## config.mk

```make
export PLATFORM = sky130hd
export DESIGN_NAME = instr_encoder
export DESIGN_NICKNAME = d
export VERILOG_FILES = /design/src/rtl/instr_encoder.sv
export SDC_FILE = /design/constraint.sdc
export NUM_CORES = 1
export LEC_CHECK = 0
export CAP_MARGIN = 20
export CORE_ASPECT_RATIO = 0.75
export CORE_MARGIN = 2
export CORE_UTILIZATION = 40
export DETAILED_ROUTE_END_ITERATION = 8
export DONT_BUFFER_PORTS = 1
export PLACE_DENSITY_LB_ADDON = 0.05
export SLEW_MARGIN = 0
export SYNTH_ARGS = -nofsm -noshare
export SYNTH_HDL_FRONTEND = slang
export SYNTH_SLANG_ARGS = --single-unit
```

## constraint.sdc

```tcl
create_clock -name clk -period 2.9 [get_ports clk]
set_input_delay 0.58 -clock clk [delete_from_list [all_inputs] [get_ports clk]]
set_output_delay 0.58 -clock clk [all_outputs]
set_load 0.01 [all_outputs]
```

## src/rtl/instr_encoder.sv

```systemverilog
// ----------------------------------------------------------------------------------------------
// instr_encoder
//
// Inverse of the datapath immediate generator. Takes decoded instruction fields (op, rd, rs1,
// rs2, funct3 and a 64-bit signed immediate) and packs them into 32-bit RV64 LD/SD/BEQ words.
// The words are streamed, with sequential word addresses, towards the instruction-memory loader
// used by testbenches and the boot preloader.
//
// Round trip: applying the datapath immediate generator to out_instr yields imm[11:0]
// sign-extended to 64 bits. The BEQ immediate is taken in datapath units, so bit 0 of imm is
// encoded rather than dropped.
//
// Ports
//   clk        in   1         clock, rising edge
//   reset      in   1         synchronous, active-high
//   start      in   1         1-cycle pulse: clear address/err, open (or restart) a program
//   in_valid   in   1         field bundle valid
//   in_ready   out  1         bundle accepted when in_valid & in_ready
//   in_last    in   1         bundle is the final instruction of the program
//   in_op      in   2         0=LD 1=SD 2=BEQ 3=illegal
//   in_rd      in   5         destination register (LD)
//   in_rs1     in   5         base / compare register
//   in_rs2     in   5         store-data / compare register (SD, BEQ)
//   in_funct3  in   3         funct3 field, copied verbatim
//   in_imm     in   2*WIDTH   signed immediate
//   out_valid  out  1         encoded word valid
//   out_ready  in   1         sink accepts when out_valid & out_ready
//   out_instr  out  WIDTH     encoded instruction
//   out_addr   out  ADDR_W    word address of out_instr
//   err_range  out  1         sticky: out-of-range imm or illegal op seen since start
//   done       out  1         1-cycle pulse after the last word is accepted
// ----------------------------------------------------------------------------------------------
module instr_encoder #(
    parameter int unsigned WIDTH  = 32,
    parameter int unsigned ADDR_W = 10
) (
    input  logic                 clk,
    input  logic                 reset,
    input  logic                 start,
    input  logic                 in_valid,
    output logic                 in_ready,
    input  logic                 in_last,
    input  logic [1:0]           in_op,
    input  logic [4:0]           in_rd,
    input  logic [4:0]           in_rs1,
    input  logic [4:0]           in_rs2,
    input  logic [2:0]           in_funct3,
    input  logic [2*WIDTH-1:0]   in_imm,
    output logic                 out_valid,
    input  logic                 out_ready,
    output logic [WIDTH-1:0]     out_instr,
    output logic [ADDR_W-1:0]    out_addr,
    output logic                 err_range,
    output logic                 done
);

    localparam logic [6:0] OpcLoad   = 7'd3;
    localparam logic [6:0] OpcStore  = 7'd35;
    localparam logic [6:0] OpcBranch = 7'd99;
    localparam logic [WIDTH-1:0] InstrNop = 32'h0000_0013;

    typedef enum logic [1:0] {
        StIdle,
        StLoad,
        StDrain
    } state_t;

    state_t              r_state;
    logic                r_out_valid;
    logic [WIDTH-1:0]    r_out_instr;
    logic [ADDR_W-1:0]   r_addr;
    logic                r_err;
    logic                r_done;

    logic                w_accept;
    logic                w_out_hs;
    logic [11:0]         w_imm12;
    logic                w_imm_bad;
    logic                w_err_new;
    logic [WIDTH-1:0]    w_enc;

    // ------------------------------------------------------------------------------------------
    // Handshakes
    // ------------------------------------------------------------------------------------------
    // The output slot is free when empty or being drained this cycle, which gives zero-bubble
    // streaming. start (abort/restart) and reset block acceptance in the same cycle.
    assign in_ready = (r_state == StLoad) && (!r_out_valid || out_ready) && !start && !reset;
    assign w_accept = in_valid && in_ready;
    assign w_out_hs = r_out_valid && out_ready;

    // ------------------------------------------------------------------------------------------
    // Range check and encoding
    // ------------------------------------------------------------------------------------------
    assign w_imm12 = in_imm[11:0];

    // In range iff bits [63:11] are all copies of the sign bit.
    assign w_imm_bad = !((&in_imm[2*WIDTH-1:11]) || !(|in_imm[2*WIDTH-1:11]));
    assign w_err_new = w_imm_bad || (in_op == 2'd3);

    always_comb begin
        w_enc = InstrNop;
        unique case (in_op)
            2'd0: w_enc = {w_imm12, in_rs1, in_funct3, in_rd, OpcLoad};
            2'd1: w_enc = {w_imm12[11:5], in_rs2, in_rs1, in_funct3, w_imm12[4:0], OpcStore};
            2'd2: w_enc = {w_imm12[11], w_imm12[9:4], in_rs2, in_rs1, in_funct3,
                           w_imm12[3:0], w_imm12[10], OpcBranch};
            2'd3: w_enc = InstrNop;
            default: w_enc = InstrNop;
        endcase
    end

    // ------------------------------------------------------------------------------------------
    // Control FSM with registered outputs
    // ------------------------------------------------------------------------------------------
    always_ff @(posedge clk) begin
        if (reset) begin
            r_state     <= StIdle;
            r_out_valid <= 1'b0;
            r_out_instr <= '0;
            r_addr      <= '0;
            r_err       <= 1'b0;
            r_done      <= 1'b0;
        end else begin
            r_done <= 1'b0;
            if (start) begin
                // Open a fresh program from any state; a pending word is discarded.
                r_state     <= StLoad;
                r_out_valid <= 1'b0;
                r_addr      <= '0;
                r_err       <= 1'b0;
            end else begin
                unique case (r_state)
                    StIdle: begin
                        r_state <= StIdle;
                    end
                    StLoad: begin
                        if (w_out_hs) begin
                            r_addr <= r_addr + 1'b1;
                        end
                        if (w_accept) begin
                            r_out_instr <= w_enc;
                            r_out_valid <= 1'b1;
                            if (w_err_new) begin
                                r_err <= 1'b1;
                            end
                            if (in_last) begin
                                r_state <= StDrain;
                            end
                        end else if (w_out_hs) begin
                            r_out_valid <= 1'b0;
                        end
                    end
                    StDrain: begin
                        // Only the final word can be held here.
                        if (w_out_hs) begin
                            r_addr      <= r_addr + 1'b1;
                            r_out_valid <= 1'b0;
                            r_done      <= 1'b1;
                            r_state     <= StIdle;
                        end
                    end
                    default: begin
                        r_state <= StIdle;
                    end
                endcase
            end
        end
    end

    assign out_valid = r_out_valid;
    assign out_instr = r_out_instr;
    assign out_addr  = r_addr;
    assign err_range = r_err;
    assign done      = r_done;

endmodule

```

==> results.json <==
{
  "clk_latency_ns": 0.29,
  "min_path_type": "input pin to flip-flop",
  "synth_edf_count": 0,
  "met1_length_um": 2769,
  "top_layer": "met4",
  "grt_pass1_wl_um": 8625,
  "drc": 0,
  "cts_sinks": 44,
  "design.die.area_um2": 6157,
  "min_to": "r_state[0]$_SDFFE_PP0P_",
  "p_seq_share_pct": 58.6,
  "r2r-start": "r_state[0]$_SDFFE_PP0P_",
  "wl_met3_um": 557,
  "fin_setup_tns_ns": 0,
  "relSlewSlack_pct": 56.67,
  "synth-main-ff-cell": "dfxtp_1",
  "whs_path_depth": 1,
  "wl_met2_um": 2150,
  "slew_violations": 0,
  "multi_input_area_um2": 1236,
  "path_clk_slew_ns": 0.09,
  "postCtsHoldBufs": 0,
  "worstSetupEndpointType": "flip-flop",
  "core_area_um2": 5353,
  "routed_wl_um": 5496,
  "final_layout_size_suffix_gt1_share_pct": 4.286,
  "start_util_pct": 41.40,
  "synth_cell_types": 33,
  "place.gp.congestion": 0.7287,
  "final-hold-violation-count": 0,
  "diodes": 0,
  "worstRegToRegCells": 6,
  "p_switching_mw": 0.2547,
  "fmax_mhz": 561.5,
  "p_per_area_nw_per_um2": 453.8,
  "pin_count": 136,
  "crit_required_ns": 3.13,
  "fillers": 581,
  "critPathLaunchType": "flip-flop",
  "setup_viol": 0,
  "path_class": "flip-flop to flip-flop",
  "die_w_um": 89.95,
  "hpwl_um": 4093,
  "antenna_found_initial": 0,
  "async_flop_share_pct": 0,
  "cts_setup_buffers": 0,
  "grt_pass1_vias": 1784,
  "grt_overflow_total": 0,
  "firstDrtPassIters": 4,
  "ys_ff_latch": 44,
  "yosysMostFrequentCell": "nand2_1",
  "worstPathArrival_ns": 2.01,
  "utilization_pct": 43.45,
  "register_area_um2": 880.8,
  "finalCriticalPeriod_ns": 1.781,
  "die_y_um": 68.46,
  "peakVddDrop_uv": 178.7,
  "netlist_top_cells_count": "51 x nand2_1, 44 x dfxtp_1, 26 x nor2_1",
  "synth_area_leaders": "dfxtp_1 40%, nand2_1 8.6%, ha_1 5.1%, a21oi_1 5.0%, nand4_1 4.8%",
  "cts-buffers-inserted": 5,
  "syn_area_per_cell_um2": 7.694,
  "vias": 1954,
  "drtIter0Drc": 86,
  "drv_cap": 0,
  "syn-cell-area_um2": 2216,
  "combPwrFrac_pct": 6.4,
  "drtAntennaViolNets": 0,
  "critPathMaxFanout": 7,
  "yosysTopAreaCell": "dfxtp_1",
  "area_delta_synth_final_pct": 4.969,
  "r2r-end": "out_addr[5]$_SDFFE_PP0P_",
  "post_cts_resized": 0,
  "ys_warn_count": 0,
  "power.share.clock_pct": 35.0,
  "rsz0062_at_grt": "false",
  "intPower_mw": 0.8008,
  "r2r_setup_slack_ns": 1.12,
  "hold_path.startpoint": "reset",
  "grt_max_degree": 38,
  "worst_pin_slew_ns": 0.6499,
  "p_leak_nw": 0.7615,
  "clock_path_buffers": 2,
  "port_buffers": 0,
  "cts_tree": "done",
  "synth_cells": 288,
  "viasPerCell": 5.504,
  "seq_area_frac_synth_pct": 39.75,
  "p_sw_share_pct": 24.13,
  "synth_top_area_share_pct": 39.75,
  "rows": 23,
  "routedWlPerCell_um": 15.48,
  "status": "finished, final reports clean",
  "htreeDepth": 2,
  "track_usage_pct": 17.77,
  "nets": 379,
  "skew_ns": 0.008842,
  "clock-root-buffer": "clkbuf_8",
  "fin_crit_sh_pct": 61.41
}
-- power groups by stage --
| stage | Sequential (mW) | Clock [mW] | Combinational, mW |
|---|---|---|---|
| detailed placement | 0.633 | 0 | 0.0676 |
| CTS | 0.619 | 0.385 | 0.0680 |
| finish | 0.619 | 0.369 | 0.0675 |
| global route | 0.620 | 0.406 | 0.0780 |
| global placement | 0.634 | 0 | 0.0678 |
| floorplan | 0.632 | 0 | 0.0635 |
-- area by class of cell --
cell class	count	area share (%)
multi-input cells	221	53.15
well taps	75	4.034
repair buffers	2	0.6455
flip-flops and latches	44	37.87
clock inverters	1	0.2152
inverters	6	0.9683
clock buffers	6	3.120
-- per-stage QoR --
step	instance area, um2	worst slack [ns]	hold slack (ns)	std cells	total power [mW]
global placement	2248	0.8782	0.4802	348	0.7014
global route	2326	0.9536	0.3269	355	1.104
CTS	2326	1.125	0.3342	355	1.072
finish	2326	1.119	0.3521	355	1.055
floorplan	2220	0.9766	0.4708	289	0.6951
detailed placement	2248	0.8450	0.4836	348	0.7010
-- layout by cell type, fill, tap and decap left out, types with 5 or more instances in the layout --
| cell type | netlist | routed |
|---|---|---|
| and3_1 | 5 | 5 |
| nand3_1 | 11 | 11 |
| nor2_1 | 26 | 26 |
| nand4_1 | 17 | 17 |
| o211ai_1 | 5 | 5 |
| a21oi_1 | 22 | 22 |
| nor4_1 | 14 | 14 |
| o21ai_0 | 15 | 15 |
| dfxtp_1 | 44 | 44 |
| ha_1 | 9 | 9 |
| nand2_1 | 51 | 51 |
| a22oi_1 | 5 | 5 |
| xor2_1 | 6 | 6 |
| inv_1 | 6 | 6 |
| a221oi_1 | 6 | 6 |
| clkbuf_8 | 0 | 5 |
| nor3_1 | 8 | 8 |
-- sequential cells by signal, summed over array words and instances (netlist names) --
signal	cells
out_valid	1
err_range	1
out_addr	10
r_state	2
done	1
out_instr	29
-- routing by layer --
metal	vias to the layer above	track usage, %
met4	0	4.615
met5	-	0
met3	2	8.700
met2	71	25.09
li1	1006	-
met1	875	24.13
-- kinds of logic after synthesis --
kind of cell	after synthesis	share of synthesized area (%)
other	1	0.1692
adder cells (fa/ha/maj)	9	5.082
AO/OA/AOI/OAI	56	15.30
XOR/XNOR	8	3.162
AND/OR/NAND/NOR	146	31.90
flip-flops	44	39.75
buffers and inverters	24	4.630
-- worst max-delay path, stage by stage (launching register included) --
cell	delay, ns
dfxtp_1	0.35
inv_1	0.06
ha_1	0.32
and3b_1	0.36
nand2_1	0.14
or3_1	0.35
a21oi_1	0.14
-- how the worst max path moves through the flow --
stage                                 start                    endpoint  slack, ns  depth (start not counted)
floorplan                        in_imm[19]      err_range$_SDFFE_PP0P_       0.98                          4
global placement                   in_op[0]  out_instr[28]$_SDFFE_PP0P_       0.88                          5
detailed placement                 in_op[0]  out_instr[28]$_SDFFE_PP0P_       0.84                          5
CTS                 r_state[0]$_SDFFE_PP0P_    out_addr[5]$_SDFFE_PP0P_       1.13                          6
global route        r_state[0]$_SDFFE_PP0P_    out_addr[5]$_SDFFE_PP0P_       0.95                          6
finish              r_state[0]$_SDFFE_PP0P_    out_addr[5]$_SDFFE_PP0P_       1.12                          6
No activity file was read; power rests on OpenSTA's default activity.
==> edit: new RTL, same settings <==
Register the output `err_range` once more, without a reset; this adds one clock of latency there. The other outputs are not delayed to match.
--- a/src/rtl/instr_encoder.sv
+++ b/src/rtl/instr_encoder.sv
@@ -170,7 +170,9 @@
     assign out_valid = r_out_valid;
     assign out_instr = r_out_instr;
     assign out_addr  = r_addr;
-    assign err_range = r_err;
+    always_ff @(posedge clk) begin
+        err_range <= r_err;
+    end
     assign done      = r_done;
 
 endmodule
Function: changed (Yosys sat finds a counterexample within 4 cycles, from zero or initial values and one cycle with reset high).
==> edit against the original RTL <==
- sequential cell count increased by 1
- via count is 2.7% higher
- synthesized area up 0.90%
- routed wire length up 3.7%
- power up 6.5%
- cell area rose by 2.4%
- largest power group unchanged
- setup slack lost 41 ps
- sequential power up 2%
- core utilization increased by 0.81 points
==> edit: results (changes against the original RTL) <==
- Placer Congestion: 0.734 (+0.71%)
- Area post-placement: 2280 um^2 (+1.4%)
- Synth area leaders: dfxtp_1, nand2_1, ha_1, a21oi_1, nand4_1
- Detailed placement HPWL: 4320 um (+5.4%)
- Initial antenna violation count: 0 (unchanged)
- Synth cell count leaders: nand2_1, dfxtp_1, nor2_1, a21oi_1, nand4_1
- Worst reg2reg path depth: 6 (unchanged)
- Status: completed
- Lkg Pwr: 0.786 nW (+3.2%)
- All-Layer GR Usage: 0.180 (+0.00226)
- Placed Cells: 349 (+0.29%)
- Share of post-route cells with drive strength above 1: 0.0496 (+0.00679)
- Measured slew at the worst slew-check pin: 625 ps (-24.6 ps)
- Nets: 380 (+0.26%)
- Synth Instances: 289 (+0.35%)
- Critical path arrival: 2050 ps (+40 ps)
- Hold Crit Depth: 1 (unchanged)
- Root Buffer: clkbuf_8
- Reg-to-reg critical path startpoint: r_state[0]
- Vias post-DR: 2007 (+2.7%)
- Worst R2R Setup Slack: 1080 ps (-40 ps)
- Internal Pwr Total: 866 uW (+8.2%)
- Routed Wire Length: 5700 um (+3.7%)
- Hold_ws: 347 ps (-4.66 ps)
- Sequential share of the synthesized area: 0.403 (+0.00539)
- Largest net degree at the start of global routing: 33 (-13%)
- DP Worst Slack: 885 ps (+40.4 ps)
- Vias in the first global route: 1828 (+2.5%)
- # fillers: 555 (-4.5%)
- Worst Skew: 6.16 ps (-2.68 ps)
- Clock Latency Late Sink: 290 ps (about the same)
- Post-route non-filler standard cell count: 357 (+0.56%)
- Hold EP: out_instr[31]
- First-pass GRT wire length: 8850 um (+2.6%)
- Starting DRT DRC Count: 84 (-2.3%)
- Worst vdd ir: 0.190 mV (+6.5%)
- Ys flop type: dfxtp_1
edit: worst max-delay path: stages (launching register included):
cell	delay, ps
dfxtp_1	360
inv_1	50
ha_1	330
and3b_1	380
nand2_1	150
or3_1	360
a21oi_1	140
edit: worst max path at each step:
stage | slack, ps | endpoint | startpoint
final | 1080 | out_addr[5] | r_state[0]
after global routing | 920 | out_addr[5] | r_state[0]
after CTS | 1070 | out_addr[5] | r_state[0]
after detailed placement | 890 | out_instr[28] | in_op[0]
after global placement | 910 | out_instr[16] | in_op[0]
after floorplan | 980 | r_err | in_imm[19]
edit: power groups by stage:
stage               combinational, mW  clock [mW]  sequential (mW)
floorplan                      0.0635           0            0.646
finish                         0.0673       0.424            0.633
global route                   0.0785       0.466            0.634
global placement               0.0684           0            0.648
detailed placement             0.0681           0            0.648
CTS                            0.0681       0.440            0.633
edit: cell type report:
class / count / area, um^2 / share of cell area
clock buffers: 7 / 96.3 / 0.0404
clock inverters: 1 / 5.00 / 0.00210
inverters: 6 / 22.5 / 0.00945
multi-input cells: 221 / 1240 / 0.519
flip-flops and latches: 45 / 901 / 0.378
well taps: 75 / 93.8 / 0.0394
repair buffers: 2 / 27.5 / 0.0116
edit: metal layers:
layer,track usage,share of wire
met2,0.280,0.42
met4,0.0558,0.011
met3,0.0880,0.11
met1,0.223,0.46
met5,0,0
edit: kinds of logic (layout without fill, tap and decap cells):
group | count (synthesis) | after routing | share of synthesized area
and+or+nand+nor | 146 | 146 | 0.316
AOI/OAI and AO/OA | 56 | 56 | 0.152
DFF | 45 | 45 | 0.403
buffers and inverters | 24 | 16 | 0.0459
adders and majority gates | 9 | 9 | 0.0504
xor gates and xnor gates | 8 | 8 | 0.0313
other | 1 | 2 | 0.00168
